### src/rtl/pipelined_controller.sv
`default_nettype none
// ============================================================================
// Module   : pipelined_controller
// Purpose  : Instruction control path for the pipelined MIPS core. Decodes
//            the instruction at ID into a control word, carries it through
//            registered EX/MEM/WB control stages, stalls the front end on
//            load-use, RAW and multi-cycle mult/div hazards, and discards the
//            ID instruction on a branch/jump flush from EX.
// Ports    : clk, reset (sync, active high)
//            instr_valid, instruction, flush       -> ID inputs
//            instr_ready                           -> ID consumed (= !stall)
//            ex_ALUop, ex_use_imm, ex_jump_register -> EX controls
//            mem_load, mem_store                   -> MEM controls
//            wb_reg_write, wb_dest                 -> WB controls
//            muldiv_busy                           -> mult/div occupies EX
//            ex_fwd_a_sel, ex_fwd_b_sel            -> forwarding selects
//                                                     (PIPE_CTRL_FORWARD_EN)
// Config   : PIPE_CTRL_FORWARD_EN - when defined, EX operands are forwarded
//            from MEM/WB and only load-use and mult/div stall; otherwise any
//            source matching a pending write in EX or MEM stalls.
// Revision : 1.0 - initial release
// ============================================================================
module pipelined_controller #(
    parameter int ALUOP_W    = 7,
    parameter int REG_ADDR_W = 5,
    parameter int MULDIV_LAT = 4
) (
    input  logic                  clk,
    input  logic                  reset,
    input  logic                  instr_valid,
    input  logic [31:0]           instruction,
    input  logic                  flush,
    output logic                  instr_ready,
    output logic [ALUOP_W-1:0]    ex_ALUop,
    output logic                  ex_use_imm,
    output logic                  ex_jump_register,
    output logic                  mem_load,
    output logic                  mem_store,
    output logic                  wb_reg_write,
    output logic [REG_ADDR_W-1:0] wb_dest,
    output logic                  muldiv_busy
`ifdef PIPE_CTRL_FORWARD_EN
    ,
    output logic [1:0]            ex_fwd_a_sel,
    output logic [1:0]            ex_fwd_b_sel
`endif
);

    typedef struct packed {
        logic [ALUOP_W-1:0]    alu_op;
        logic                  use_imm;
        logic                  jump_register;
        logic                  mem_load;
        logic                  mem_store;
        logic                  reg_write;
        logic [REG_ADDR_W-1:0] dest;
    } ctrl_t;

    localparam ctrl_t    c_bubble   = '0;
    localparam logic [3:0] c_md_load = 4'(MULDIV_LAT - 1);

    // ------------------------------------------------------------------
    // Instruction fields
    // ------------------------------------------------------------------
    logic [5:0]            w_opcode;
    logic [5:0]            w_funct;
    logic [REG_ADDR_W-1:0] w_rs;
    logic [REG_ADDR_W-1:0] w_rt;
    logic [REG_ADDR_W-1:0] w_rd;
    logic                  w_unused_shamt;

    assign w_opcode       = instruction[31:26];
    assign w_funct        = instruction[5:0];
    assign w_rs           = REG_ADDR_W'(instruction[25:21]);
    assign w_rt           = REG_ADDR_W'(instruction[20:16]);
    assign w_rd           = REG_ADDR_W'(instruction[15:11]);
    assign w_unused_shamt = ^instruction[10:6];

    // ------------------------------------------------------------------
    // ID decode
    // ------------------------------------------------------------------
    ctrl_t w_dec;
    logic  w_is_muldiv;

    always_comb begin
        w_dec       = c_bubble;
        w_is_muldiv = 1'b0;
        if (w_opcode == 6'd0) begin
            if (w_funct == 6'd8) begin
                w_dec.jump_register = 1'b1;
                w_dec.alu_op        = ALUOP_W'(8);
            end else if (!(w_funct == 6'd0 && w_rd == '0)) begin
                w_dec.alu_op[5:0] = w_funct;
                w_dec.reg_write   = 1'b1;
                w_dec.dest        = w_rd;
                // MULT/MULTU/DIV/DIVU are funct 24..27
                w_is_muldiv       = (w_funct[5:2] == 4'b0110);
            end
        end else begin
            case (w_opcode)
                6'd2, 6'd4, 6'd5: ; // J/BEQ/BNE resolve in EX, no control
                6'd3: begin
                    w_dec.alu_op    = ALUOP_W'(100);
                    w_dec.reg_write = 1'b1;
                    w_dec.dest      = REG_ADDR_W'(31);
                end
                default: begin
                    w_dec.alu_op[ALUOP_W-1] = 1'b1;
                    w_dec.alu_op[5:0]       = w_opcode;
                    w_dec.use_imm           = 1'b1;
                    if (w_opcode == 6'd43) begin
                        w_dec.mem_store = 1'b1;
                    end else begin
                        w_dec.reg_write = 1'b1;
                        w_dec.dest      = w_rt;
                        w_dec.mem_load  = (w_opcode == 6'd35);
                    end
                end
            endcase
        end
        // r0 is hardwired; a write to it is a no-op
        if (w_dec.dest == '0) begin
            w_dec.reg_write = 1'b0;
        end
    end

    // Source usage: rs by all but J/JAL, rt by R-type, SW, BEQ, BNE
    logic w_uses_rs;
    logic w_uses_rt;
    assign w_uses_rs = !(w_opcode == 6'd2 || w_opcode == 6'd3) && (w_rs != '0);
    assign w_uses_rt = (w_opcode == 6'd0 || w_opcode == 6'd43 ||
                        w_opcode == 6'd4 || w_opcode == 6'd5) && (w_rt != '0);

    // ------------------------------------------------------------------
    // Stage registers
    // ------------------------------------------------------------------
    ctrl_t                 r_ex;
    logic                  r_mem_load;
    logic                  r_mem_store;
    logic                  r_mem_reg_write;
    logic [REG_ADDR_W-1:0] r_mem_dest;
    logic                  r_wb_reg_write;
    logic [REG_ADDR_W-1:0] r_wb_dest;
    logic [3:0]            r_md_cnt;
    logic                  r_flush_pend;

    // ------------------------------------------------------------------
    // Hazard detection
    // ------------------------------------------------------------------
    logic w_busy;
    logic w_flush;
    logic w_hit_ex;
    logic w_load_use;
    logic w_hazard;
    logic w_stall;
    logic w_take;

    assign w_busy     = (r_md_cnt != 4'd0);
    // A flush arriving during mult/div is remembered and applied once EX frees
    assign w_flush    = (flush || r_flush_pend) && !w_busy;
    assign w_hit_ex   = (w_uses_rs && w_rs == r_ex.dest) ||
                        (w_uses_rt && w_rt == r_ex.dest);
    assign w_load_use = r_ex.mem_load && w_hit_ex;

`ifdef PIPE_CTRL_FORWARD_EN
    assign w_hazard = w_load_use;

    logic [1:0] w_fwd_a;
    logic [1:0] w_fwd_b;
    logic [1:0] r_fwd_a;
    logic [1:0] r_fwd_b;

    // Computed against the current EX/MEM, which become MEM/WB once this
    // instruction is in EX; MEM wins a double match as the younger result.
    always_comb begin
        w_fwd_a = 2'd0;
        w_fwd_b = 2'd0;
        if (w_uses_rs && r_ex.reg_write && w_rs == r_ex.dest) begin
            w_fwd_a = 2'd1;
        end else if (w_uses_rs && r_mem_reg_write && w_rs == r_mem_dest) begin
            w_fwd_a = 2'd2;
        end
        if (w_uses_rt && r_ex.reg_write && w_rt == r_ex.dest) begin
            w_fwd_b = 2'd1;
        end else if (w_uses_rt && r_mem_reg_write && w_rt == r_mem_dest) begin
            w_fwd_b = 2'd2;
        end
    end

    assign ex_fwd_a_sel = r_fwd_a;
    assign ex_fwd_b_sel = r_fwd_b;
`else
    logic w_hit_mem;
    assign w_hit_mem = (w_uses_rs && w_rs == r_mem_dest) ||
                       (w_uses_rt && w_rt == r_mem_dest);
    // WB needs no check: the regfile writes before it is read
    assign w_hazard  = w_load_use || (r_ex.reg_write && w_hit_ex) ||
                       (r_mem_reg_write && w_hit_mem);
`endif

    assign w_stall = w_busy || (instr_valid && !w_flush && w_hazard);
    assign w_take  = instr_valid && !w_stall && !w_flush;

    always_ff @(posedge clk) begin
        if (reset) begin
            r_ex            <= c_bubble;
            r_mem_load      <= 1'b0;
            r_mem_store     <= 1'b0;
            r_mem_reg_write <= 1'b0;
            r_mem_dest      <= '0;
            r_wb_reg_write  <= 1'b0;
            r_wb_dest       <= '0;
            r_md_cnt        <= 4'd0;
            r_flush_pend    <= 1'b0;
`ifdef PIPE_CTRL_FORWARD_EN
            r_fwd_a         <= 2'd0;
            r_fwd_b         <= 2'd0;
`endif
        end else begin
            r_wb_reg_write <= r_mem_reg_write;
            r_wb_dest      <= r_mem_dest;
            if (w_busy) begin
                // EX holds the mult/div; MEM fills with bubbles
                r_mem_load      <= 1'b0;
                r_mem_store     <= 1'b0;
                r_mem_reg_write <= 1'b0;
                r_mem_dest      <= '0;
                r_md_cnt        <= r_md_cnt - 4'd1;
                r_flush_pend    <= r_flush_pend || flush;
            end else begin
                r_mem_load      <= r_ex.mem_load;
                r_mem_store     <= r_ex.mem_store;
                r_mem_reg_write <= r_ex.reg_write;
                r_mem_dest      <= r_ex.dest;
                r_ex            <= w_take ? w_dec : c_bubble;
                r_md_cnt        <= (w_take && w_is_muldiv) ? c_md_load : 4'd0;
                r_flush_pend    <= 1'b0;
`ifdef PIPE_CTRL_FORWARD_EN
                r_fwd_a         <= w_take ? w_fwd_a : 2'd0;
                r_fwd_b         <= w_take ? w_fwd_b : 2'd0;
`endif
            end
        end
    end

    assign instr_ready      = !w_stall;
    assign ex_ALUop         = r_ex.alu_op;
    assign ex_use_imm       = r_ex.use_imm;
    assign ex_jump_register = r_ex.jump_register;
    assign mem_load         = r_mem_load;
    assign mem_store        = r_mem_store;
    assign wb_reg_write     = r_wb_reg_write;
    assign wb_dest          = r_wb_dest;
    assign muldiv_busy      = w_busy;

endmodule
`default_nettype wire

### config.mk
export PLATFORM = sky130hd
export DESIGN_NAME = pipelined_controller
export DESIGN_NICKNAME = d
export VERILOG_FILES = /design/src/rtl/pipelined_controller.sv
export SDC_FILE = /design/constraint.sdc
export NUM_CORES = 1
export LEC_CHECK = 0
export ABC_AREA = 1
export CAP_MARGIN = 20
export CORE_MARGIN = 3
export CORE_UTILIZATION = 60
export CTS_BUF_LIST = sky130_fd_sc_hd__clkbuf_16
export DETAILED_ROUTE_END_ITERATION = 7
export DONT_BUFFER_PORTS = 1
export PLACE_DENSITY = 0.75
export SLEW_MARGIN = 30
export SYNTH_ARGS = -nofsm -noshare
export SYNTH_HDL_FRONTEND = slang
export SYNTH_SLANG_ARGS = --single-unit
### constraint.sdc
create_clock -name clk -period 1.9 [get_ports clk]
set_input_delay 0.38 -clock clk [delete_from_list [all_inputs] [get_ports clk]]
set_output_delay 0.38 -clock clk [all_outputs]
set_load 0.1 [all_outputs]
==> summary.md <==
| Metric | Value |
|---|---|
| Outcome | finished, violations left |
| Violated checks | setup timing |
| Final Skew | 0.00327 ns |
| Layout area overhead | 23.8% |
| Row Count | 20 |
| Die ar. | 3960 sq um |
| Pwr Total | 3.34 mW |
| Slew headroom | 80.7% |
| Setup-failing EPs final | 1 |
| Hold_buf cts | 0 |
| Clock-pin slew on the worst setup and hold paths | 0.05 ns |
| Cell Count, Final, Fillers Out | 366 |
| Worst skew pair latency | 0.27 ns |
| Total gr overflow | 0 |
| Max Root-Sink Buffers | 2 |
| Cts bufs inserted | 5 |
| Filler cells | 239 |
| Final ANT Viol Nets | 0 |
| Final WL | 4.63 mm |
| Arrival @ worst endpoint | 1.60 ns |
| Drt pass-1 iters | 4 |
| I/O Buffers | 0 |
| YS warnings | 0 |
| Fin crit share | 104% |
| Slew Viols, Final | 0 |
| GR Util All Layers | 24.7% |
| DR DRC count | 0 |
| Final min period | 1.98 ns |
| Cells after Synth | 291 |
| Worst-path maximum fanout | 2 |
| Placed cell count | 354 |
| Core Area | 3080 sq um |
| DIE HEIGHT | 62.9 um |
| Max Clock Freq | 0.505 GHz |
| Yosys top cell by area | dfxtp_1 |
| Clk sinks | 36 |
| Crit path required time | 1.52 ns |
| Vias per inst | 5.22 |
| Pwr Density | 1390 nW/um^2 |
| DP HPWL | 3.52 mm |
| Setup WS post-layout | -0.0805 ns |
| Via count | 1911 |
| Share of cells above drive strength 1 | 23.0% |
| CTS tree | done |
| Initial antenna violation count | 0 |
| Synth Register Bits | 36 |
| RePlAce Congestion | 0.870 |
| Netlist cell types | 28 |
| Ant diodes | 0 |
| Final net count | 358 |
| Worst hold path type | in -> reg |
| Chip width | 62.9 um |
| Syn nets | 328 |
| Synth top area share | 37.1% |
| Mapped Area | 1940 sq um |
| Peak supply drop | 0.758 mV |
| RSZ-0062 raised after global routing | true |
| Syn_area_per_cell | 6.68 sq um |
| CTS Root Cell | clkbuf_16 |
| Ports | 55 |
| DR iter-0 viols | 63 |
| Max Cap Violations | 0 |
| Lkg Pwr | 1.10 nW |
| First-pass GRT wire length | 7.98 mm |
| Ranking of synthesized cells by area | dfxtp_1, nand2_1, nor2_1, inv_1, xnor2_1 |
| Most frequent cells in the layout | nand2_1, nor2_1, inv_1, buf_4, dfxtp_1 |
| Pin count of the biggest net entering global routing | 14 |
| Setup crit start kind | flop |
| Mean routed wirelength per cell | 12.7 um |
| Final Hold Viols | 0 |
| Crit Path Category | reg -> out |
| H-tree Lvls | 2 |
| Crit end category | primary output |
| Vias in the first global route | 1887 |
| Most common cell after layout, fill and taps aside | nand2_1 |
| Initial Utilization | 63.1% |
| Sequential-to-total area share from yosys stat | 37.1% |
| Worst Max-Slew Pin Slew | 0.290 ns |
power breakdown:
group | total, mW | internal, mW | switching [mW]
clock | 0.747 | 0.471 | 0.276
sequential | 0.925 | 0.866 | 0.0587
combinational | 1.67 | 0.544 | 1.13
total | 3.34 | 1.88 | 1.46
registers in the layout (all words and copies together), names as in the netlist:
signal            flops
r_flush_pend          1
r_mem_dest            5
r_ex                  8
ex_use_imm            1
mem_store             1
r_mem_reg_write       1
mem_load              1
wb_reg_write          1
ex_ALUop              7
r_md_cnt              4
ex_jump_register      1
wb_dest               5
routing by layer:
layer  GRT usage (%)  share of wire (%)  vias up
met2            44.7                 50       81
met3            6.29                7.7       11
met4            7.71                1.3        0
met1            28.2                 41      864
met5               0                  0        -
li1                -                  -      955
worst max-delay path, stage by stage, from the launching register on:
cell,delay (ns)
dfxtp_2,0.32
inv_2,0.07
ha_4,0.14
nand2_4,0.05
nor2_4,0.12
clkinvlp_4,0.10
o21ai_2,0.12
inv_2,0.06
a21oi_4,0.16
buf_12,0.18
cell families after synthesis:
kind of cell	share of synthesized area [%]
adder cells (fa/ha/maj)	0.644
flip-flops	37.1
AO/OA/AOI/OAI	7.79
AND/OR/NAND/NOR	36.3
buffers and inverters	11.5
XOR/XNOR	6.76
path summary, 6_finish.rpt:
| kind | cells past startpoint | to | from | slack [ns] |
|---|---|---|---|---|
| min | 1 | wb_dest[2] | reset | 0.17 |
| max reg2reg | 13 | r_md_cnt[0] | r_md_cnt[0] | 0.14 |
| min reg2reg | 2 | wb_reg_write | r_mem_reg_write | 0.44 |
| max | 9 | instr_ready | r_md_cnt[0] | -0.08 |
synth_stat cells, drive strengths merged:
master  count
nor3        2
clkinv      1
o21ai      14
a21oi       4
or2         1
o22ai       5
a21boi      1
dfxtp      36
inv        38
a22oi       2
xnor2      15
nand4       5
nor2       52
clkbuf      2
nand2      85
nand3      17
ha          1
o211ai      1
buf         9
final cells by class:
class	instances	area, sq um	area share (%)
Timing Repair Buffer	34	272	11.3
Clock buffer	5	125	5.20
Multi-Input combinational cell	205	1060	44.1
Inverter	39	153	6.34
Sequential cell	36	728	30.3
Clock inverter	3	11.3	0.468
Tap cell	44	55.1	2.29
timing repair:
item                                    4_1_cts  5_1_grt
endpoints found under the setup margin        1        4
resized for setup                             9        5
setup buffers                                 3        1
hold endpoints to repair                      0        0
pin swaps                                     3        4
per-stage QoR:
| stage | setup slack (ns) | setup TNS (ns) | hold WS [ns] | util [%] | area [sq um] |
|---|---|---|---|---|---|
| 2_1_floorplan | -0.678 | -5.02 | 0.408 | - | 1990 |
| 3_3_place_gp | 0.0373 | 0 | 0.421 | 71.6 | 2200 |
| 3_5_place_dp | 0.00575 | 0 | 0.426 | 71.6 | 2200 |
| 4_1_cts | -0.0703 | -0.0703 | 0.172 | 77.5 | 2380 |
| 5_1_grt | -0.178 | -0.189 | 0.167 | 78.2 | 2410 |
| 6_report | -0.0805 | -0.0805 | 0.175 | 78.2 | 2410 |
Note: power is estimated with default switching activity, not from simulation.
